$ cat src/rtl/game_ctrl.sv
// game_ctrl: game-flow scheduler between menu, map loader and play field.
// Sequences MENU -> LOAD -> PLAY -> OVER -> MENU, owns the round countdown,
// decides the winner and re-arms the menu with a one-cycle menu_rst pulse.
// Define PAUSE_EN to compile in the pause/resume state driven by p_press.
module game_ctrl #(
    parameter int unsigned TICK_DIV  = 25000000,
    parameter int unsigned ROUND_SEC = 180,
    parameter int unsigned OVER_SEC  = 3
) (
    input  logic       clk,
    input  logic       rst,
    input  logic [1:0] start,
    input  logic       esc_press,
    input  logic       p_press,
    input  logic       load_done,
    input  logic       p1_dead,
    input  logic       p2_dead,
    output logic       menu_rst,
    output logic       load_req,
    output logic       map_sel,
    output logic       game_en,
    output logic [1:0] scene,
    output logic [7:0] time_left,
    output logic [1:0] winner,
    output logic       paused
);
    localparam int unsigned       TICK_W     = $clog2(TICK_DIV);
    localparam logic [TICK_W-1:0] TICK_LAST  = TICK_W'(TICK_DIV - 1);
    localparam logic [7:0]        ROUND_INIT = 8'(ROUND_SEC);
    localparam logic [7:0]        OVER_INIT  = 8'(OVER_SEC);

`ifdef PAUSE_EN
    typedef enum logic [2:0] {S_MENU, S_LOAD, S_PLAY, S_OVER, S_PAUSE} state_e;
`else
    typedef enum logic [1:0] {S_MENU, S_LOAD, S_PLAY, S_OVER} state_e;
`endif

    state_e            state_q, state_d;
    logic [TICK_W-1:0] tick_q, tick_d;
    logic [7:0]        time_q, time_d;
    logic [7:0]        over_q, over_d;
    logic [1:0]        winner_q, winner_d;
    logic              map_q, map_d;
    logic              menu_rst_q, menu_rst_d;
    logic              menu_dly_q;
    logic              esc_prev_q;
    logic [1:0]        scene_q, scene_d;
    logic              load_req_q, load_req_d;
    logic              game_en_q, game_en_d;
    logic              paused_q, paused_d;
    logic              esc_edge, tick_wrap, start_ok;

    assign esc_edge  = esc_press & ~esc_prev_q;
    assign tick_wrap = (tick_q == TICK_LAST);
    // start is only trusted once menu_rst has been low for a full cycle
    assign start_ok  = ~menu_rst_q & ~menu_dly_q;

`ifdef PAUSE_EN
    logic p_prev_q, p_edge;
    assign p_edge = p_press & ~p_prev_q;
`else
    logic unused_p_press;
    assign unused_p_press = p_press;
`endif

    // State register
    always_ff @(posedge clk or negedge rst) begin
        if (!rst) state_q <= S_MENU;
        else      state_q <= state_d;
    end

    // Next-state selection, exit priority in PLAY: deaths, timeout, esc, pause
    always_comb begin
        state_d = state_q;
        case (state_q)
            S_MENU: if (start_ok && start[1]) state_d = S_LOAD;
            S_LOAD: if (load_done) state_d = S_PLAY;
            S_PLAY: begin
                if (p1_dead || p2_dead || time_q == '0) state_d = S_OVER;
                else if (esc_edge)                      state_d = S_MENU;
`ifdef PAUSE_EN
                else if (p_edge)                        state_d = S_PAUSE;
`endif
            end
            S_OVER: if (tick_wrap && over_q == 8'd1) state_d = S_MENU;
`ifdef PAUSE_EN
            S_PAUSE: begin
                if (esc_edge)    state_d = S_MENU;
                else if (p_edge) state_d = S_PLAY;
            end
`endif
            default: state_d = S_MENU;
        endcase
    end

    // Counters, winner and map latch updated on state transitions
    always_comb begin
        tick_d     = tick_q;
        time_d     = time_q;
        over_d     = over_q;
        winner_d   = winner_q;
        map_d      = map_q;
        menu_rst_d = 1'b0;
        case (state_q)
            S_MENU: if (state_d == S_LOAD) begin
                map_d    = start[0];
                winner_d = 2'b00;
            end
            S_LOAD: if (state_d == S_PLAY) begin
                time_d = ROUND_INIT;
                tick_d = '0;
            end
            S_PLAY: begin
                // the countdown still lands on the exit edge, so a death on the
                // final tick leaves time_left at 0 alongside the death verdict
                tick_d = tick_wrap ? '0 : tick_q + 1'b1;
                if (tick_wrap && time_q != '0) time_d = time_q - 8'd1;
                if (p1_dead && p2_dead) winner_d = 2'b11;
                else if (p1_dead)       winner_d = 2'b10;
                else if (p2_dead)       winner_d = 2'b01;
                else if (time_q == '0)  winner_d = 2'b11;
                else if (esc_edge) begin
                    winner_d   = 2'b00;
                    menu_rst_d = 1'b1;
                end
`ifdef PAUSE_EN
                else if (p_edge) begin
                    tick_d = tick_q;
                    time_d = time_q;
                end
`endif
                if (state_d == S_OVER) begin
                    over_d = OVER_INIT;
                    tick_d = '0;
                end
            end
            S_OVER: begin
                tick_d = tick_wrap ? '0 : tick_q + 1'b1;
                if (tick_wrap) over_d = over_q - 8'd1;
                if (state_d == S_MENU) menu_rst_d = 1'b1;
            end
`ifdef PAUSE_EN
            S_PAUSE: if (esc_edge) begin
                winner_d   = 2'b00;
                menu_rst_d = 1'b1;
            end
`endif
            default: ;
        endcase
    end

    // Registered outputs derived from the state being entered
    always_comb begin
        case (state_d)
            S_MENU:  scene_d = 2'b00;
            S_LOAD:  scene_d = 2'b01;
            S_OVER:  scene_d = 2'b11;
            default: scene_d = 2'b10;
        endcase
        load_req_d = (state_d == S_LOAD);
        game_en_d  = (state_d == S_PLAY);
`ifdef PAUSE_EN
        paused_d   = (state_d == S_PAUSE);
`else
        paused_d   = 1'b0;
`endif
    end

    // Datapath and output registers
    always_ff @(posedge clk or negedge rst) begin
        if (!rst) begin
            tick_q     <= '0;
            time_q     <= '0;
            over_q     <= '0;
            winner_q   <= '0;
            map_q      <= 1'b0;
            menu_rst_q <= 1'b1;
            menu_dly_q <= 1'b1;
            esc_prev_q <= 1'b1;
            scene_q    <= '0;
            load_req_q <= 1'b0;
            game_en_q  <= 1'b0;
            paused_q   <= 1'b0;
`ifdef PAUSE_EN
            p_prev_q   <= 1'b1;
`endif
        end else begin
            tick_q     <= tick_d;
            time_q     <= time_d;
            over_q     <= over_d;
            winner_q   <= winner_d;
            map_q      <= map_d;
            menu_rst_q <= menu_rst_d;
            menu_dly_q <= menu_rst_q;
            esc_prev_q <= esc_press;
            scene_q    <= scene_d;
            load_req_q <= load_req_d;
            game_en_q  <= game_en_d;
            paused_q   <= paused_d;
`ifdef PAUSE_EN
            p_prev_q   <= p_press;
`endif
        end
    end

    assign menu_rst  = menu_rst_q;
    assign load_req  = load_req_q;
    assign map_sel   = map_q;
    assign game_en   = game_en_q;
    assign scene     = scene_q;
    assign time_left = time_q;
    assign winner    = winner_q;
    assign paused    = paused_q;
endmodule
$ cat config.mk
export PLATFORM = sky130hd
export DESIGN_NAME = game_ctrl
export DESIGN_NICKNAME = d
export VERILOG_FILES = /design/src/rtl/game_ctrl.sv
export SDC_FILE = /design/constraint.sdc
export NUM_CORES = 1
export LEC_CHECK = 0
export CORE_MARGIN = 2
export CORE_UTILIZATION = 60
export DETAILED_ROUTE_END_ITERATION = 8
export GPL_TIMING_DRIVEN = 0
export PLACE_DENSITY = 0.83
export SETUP_SLACK_MARGIN = 0.1
export SLEW_MARGIN = 20
export SYNTH_ARGS = -nofsm -noshare
export SYNTH_HDL_FRONTEND = slang
export SYNTH_SLANG_ARGS = --single-unit
$ cat constraint.sdc
create_clock -name clk -period 6.8 [get_ports clk]
set_input_delay 1.36 -clock clk [delete_from_list [all_inputs] [get_ports clk]]
set_output_delay 1.36 -clock clk [all_outputs]
set_load 0.02 [all_outputs]
# After elaboration in Yosys (flattened, before gate mapping)
# Cells that the tools add are included.
# word_totals
register_bits,53
inputBits,9
word_cells,84
output_inout_bits,17
# op_classes
mux,31
bitwise_logic,5
addsub,3
reduce_logical,19
n_eq_ne,14
# op_table
cell,n
$mux 25,3
$pmux 25 s3,1
$mux 8,4
$pmux 8 s2,2
$add 25x1->25 const B,1
$eq 25x25->1 const B,1
$mux 2,11
$sub 8x1->8 const B,2
$ne 2x2->1 const B,5
$reduce_and 3->1,3
$eq 2x2->1 const B,4
$eq 8x1->1 const B,1
$logic_not 8->1,1
$pmux 2 s4,1
$reduce_bool 8->1,1
$mux 1,6
$ne 6x6->1 const B,1
$pmux 2 s3,1
$reduce_bool 2->1,3
$eq 2x1->1 const B,2
$logic_and 1x1->1,4
$logic_not 2->1,2
$pmux 2 s2,1
$reduce_and 2->1,2
other kinds (5),9

# Longest topological paths before layout
# logic_depth
word_depth,8
mapped_depth,9
depth_no_buf,7

# Worst setup path after synthesis
# Ideal clock, no wire load.
# synth_timing
path_type,in2reg
from,input p2_dead
to,register tick_q[24]
stages,7
setup_slack_ns,4.256
setup_ns,0.082
t_arrival_ns,2.462
n_path_buf,2
required_ns,6.718
cell_sequence,nor2_1 o221ai_1 a21oi_1 buf_2 buf_2 nand2_1 a31oi_1
# synth_via
elab_chain_cells,7
word_cells_on_any_way,10
cone_classes,eq/ne (3); mux (4); reduce/logical (3)
# synth_rtl
item,line_no,rtl
start: declaration,17,"input logic p2_dead,"
$logic_or 1x1->1 (*) (2 in a row),79,if (p1_dead || p2_dead || time_q == '0) state_d = S_OVER;
$mux 2 (*),79,
$pmux 2 s4 (*),75,case (state_q)
$eq 2x2->1 (on tied branches),"132, 109",
$mux 25 or $ne 2x2->1 (tied branches),--,
$pmux 25 s3 or $reduce_and 2->1 (tied branches),--,
end signal: assignment,188,tick_q <= tick_d;
end: declaration,39,"logic [TICK_W-1:0] tick_q, tick_d;"
# Every way passes the cells marked *; elsewhere a longest branch is shown, timed or not.
# A chain may end at the register's enable or synchronous reset.

# Worst setup path after layout
# layout_timing
from,input p1_dead
to,register tick_q[14]
# layout_via
elab_chain_cells,7
word_cells_on_any_way,10
cone_classes,eq/ne (3); mux (4); reduce/logical (3)
# layout_rtl
item,line_no,rtl
start: declaration,16,"input logic p1_dead,"
$logic_or 1x1->1 (*) (2 in a row),79,
$mux 2 (*),79,
$pmux 2 s4 (*),75,
$eq 2x2->1 (on tied branches),"132, 109",
$mux 25 or $ne 2x2->1 (tied branches),--,
$pmux 25 s3 or $reduce_and 2->1 (tied branches),--,
# Marked as above.

==> qor.csv <==
metric;value;unit
outcome;finished, final reports clean;
critical_path_class;input pin to flop;
rsz0062_at_grt;no;
worstPathArrival;3420;ps
synth.distinct_cells;56;
worst-endpoint-required;7010;ps
numCtsBuffers;5;
final_area;0.003153;mm²
nets;335;
setup_viol;0;
grt_max_degree;53;
synth_ff_type;dfrtp_1;
cp-end-kind;flop;
final_layout_size_suffix_gt1_frac;0.08669;
setup_tns;0;ps
timing.final.hold_violations;0;
avgSynthCellArea;9.491;µm²
cts-root-buf;clkbuf_8;
vias;2404;
yosysSeqAreaShare;0.4709;
grt_use_total;0.2627;
crit_fanout;10;
cp_slowest_cell;clkdlybuf4s50_1;
clk_pin_slew_worst_paths;90;ps
synth_edf_count;0;
top_layer;met4;
cts.sinks;52;
overflow;0;
ys_async_sr_fraction;1.000;
stdcell_count;375;
drt-vias-per-instance;6.411;
core;0.004414;mm²
htreeDepth;2;
antenna-diode-count;0;
drt_iter0_markers;208;
io_pins;26;
die_h;71.97;µm
grt_pass1_vias;2354;
grt_antenna_before_repair;0;
dpl.hpwl;4397;µm
rows;24;
ys_warn_count;0;
ys_seq_elements;52;
post-route-min-period;3214;ps
max_freq;311.1;MHz
clock_skew;13.09;ps
start_util;0.6278;
syn_to_final_growth;13.77;%
postCtsSetupBuffers;0;
cts_resized;0;
clock_latency;310;ps
cts_hold_buf;0;
die_w;71.97;µm
mostFrequentLayoutCells;dfrtp_1, nand2_1, clkdlybuf4s50_1;
hp-class;flop to flop;
syn_nets;305;
max_slew.worst_pin.slew;982.3;ps
reg2reg_depth;9;
tritoncts;built;
gp_congestion;0.8841;
wl_met2;2903;µm
synthCells;292;
drtAntennaViolNets;0;
finalCritPeriodShare;0.4727;
routed_wl;6204;µm
path_common_cell;buf_2;
clock_path_buffers;2;
drt-met1-wl;2797;µm
path_cells;clkdlybuf4s50_1 > nor2_1 > o221ai_1 > a21oi_1 > buf_2 > buf_2 > nand2_1 > a31oi_1;
io_buffers;23;
wl_met3;420;µm
synthesis.area;0.002771;mm²
placedCellCount;367;
remaining_drc_errors;0;
power_leakage;0.001347;µW
final_common_cell;dfrtp_1;
power_density;260.4;mW/mm²
relSlewSlack;0.3397;
crit_path_start_kind;input pin;
ir_worst_vdd;161.2;µV
cp_slowest_stage_delay;480;ps
routedWlPerCell;16.54;µm
dpl_cell_area;0.003064;mm²
holdPathStages;0;
grt_pass1_wl;10720;µm
first_pass_iters;4;
drv_cap;0;
drv_slew;0;
dieArea;0.005179;mm²
==> per-stage QoR <==
step | hold slack, ps | total power [µW] | setup WS [ps] | util
final | 380.5 | 821.1 | 3586 | 0.7143
after global routing | 391.1 | 863.3 | 3404 | 0.7143
after CTS | 382.2 | 821.7 | 3623 | 0.7143
after detailed placement | 368.0 | 646.2 | 3333 | 0.6942
after global placement | 368.4 | 639.1 | 2886 | 0.6947
after floorplan | 406.9 | 551.7 | 4256 | -
==> layout make-up <==
type / count / area (µm²)
clock inverter: 2 / 16.27
tap: 52 / 65.06
clock buffer: 6 / 72.57
buffer: 12 / 57.56
sequential: 52 / 1305
inverter: 9 / 33.78
timing repair buffer: 23 / 227.7
multi-input combinational: 219 / 1375
fill: 341 / 1261
==> metal layers <==
layer,track usage,vias up
li1,-,1149
met1,0.3619,1158
met2,0.4239,89
met3,0.04583,8
met4,0.09015,0
met5,0,-
==> flip-flops by register name, summed over array words and instances (netlist names) <==
| register | flops |
|---|---|
| over_q | 8 |
| menu_dly_q | 1 |
| esc_prev_q | 1 |
| scene | 1 |
| state_q | 2 |
| map_sel | 1 |
| winner | 2 |
| menu_rst | 1 |
| game_en | 1 |
| load_req | 1 |
| tick_q | 25 |
| time_left | 8 |
==> where the power goes <==
group          leakage, µW  total [µW]  internal (µW)  switching, µW
registers         0.000656         376            345           31.0
logic             0.000649         267            111            156
clock network    0.0000414         177           73.4            104
total              0.00135         821            530            291
==> cell families after synthesis <==
kind of cell	after synthesis	synth area share
buf+inv	21	0.03295
xor+xnor	7	0.02212
fa+ha+maj	4	0.01806
compound gates	76	0.1792
other cells	1	0.001353
mux	9	0.03431
simple gates	122	0.2411
flops	52	0.4709
==> synthesized netlist by cell type, drive strengths merged, types with 5 or more instances <==
cell	n	area (µm²)
nand4	5	37.53
dfrtp	49	1226
nor4	7	65.06
inv	9	33.78
or3	5	31.28
a21oi	17	85.08
o21ai	12	60.05
mux2i	5	50.05
buf	6	35.03
or4	5	41.29
nor3	10	50.05
a22o	9	78.83
nand2	33	123.9
nor2	17	63.81
a31oi	19	118.9
clkbuf	6	22.52
nand3	15	75.07
and3	7	43.79
xor2	5	43.79
==> worst paths after layout <==
check | startpoint | endpoint | slack [ps]
max | p1_dead | tick_q[14] | 3590
min | menu_rst | menu_dly_q | 380
max reg2reg | time_left[0] | tick_q[14] | 4190
min reg2reg | menu_rst | menu_dly_q | 380
max in group asynchronous | rst | tick_q[5] | 5310
min in group asynchronous | rst | time_left[2] | 1070
==> worst max-delay path: cells and delay by family <==
family | cells | cell delay, ps
AO/OA/AOI/OAI | 3 | 780
buffers and inverters | 3 | 1040
AND/OR/NAND/NOR | 2 | 250
Power figures use the tool's default switching activity.
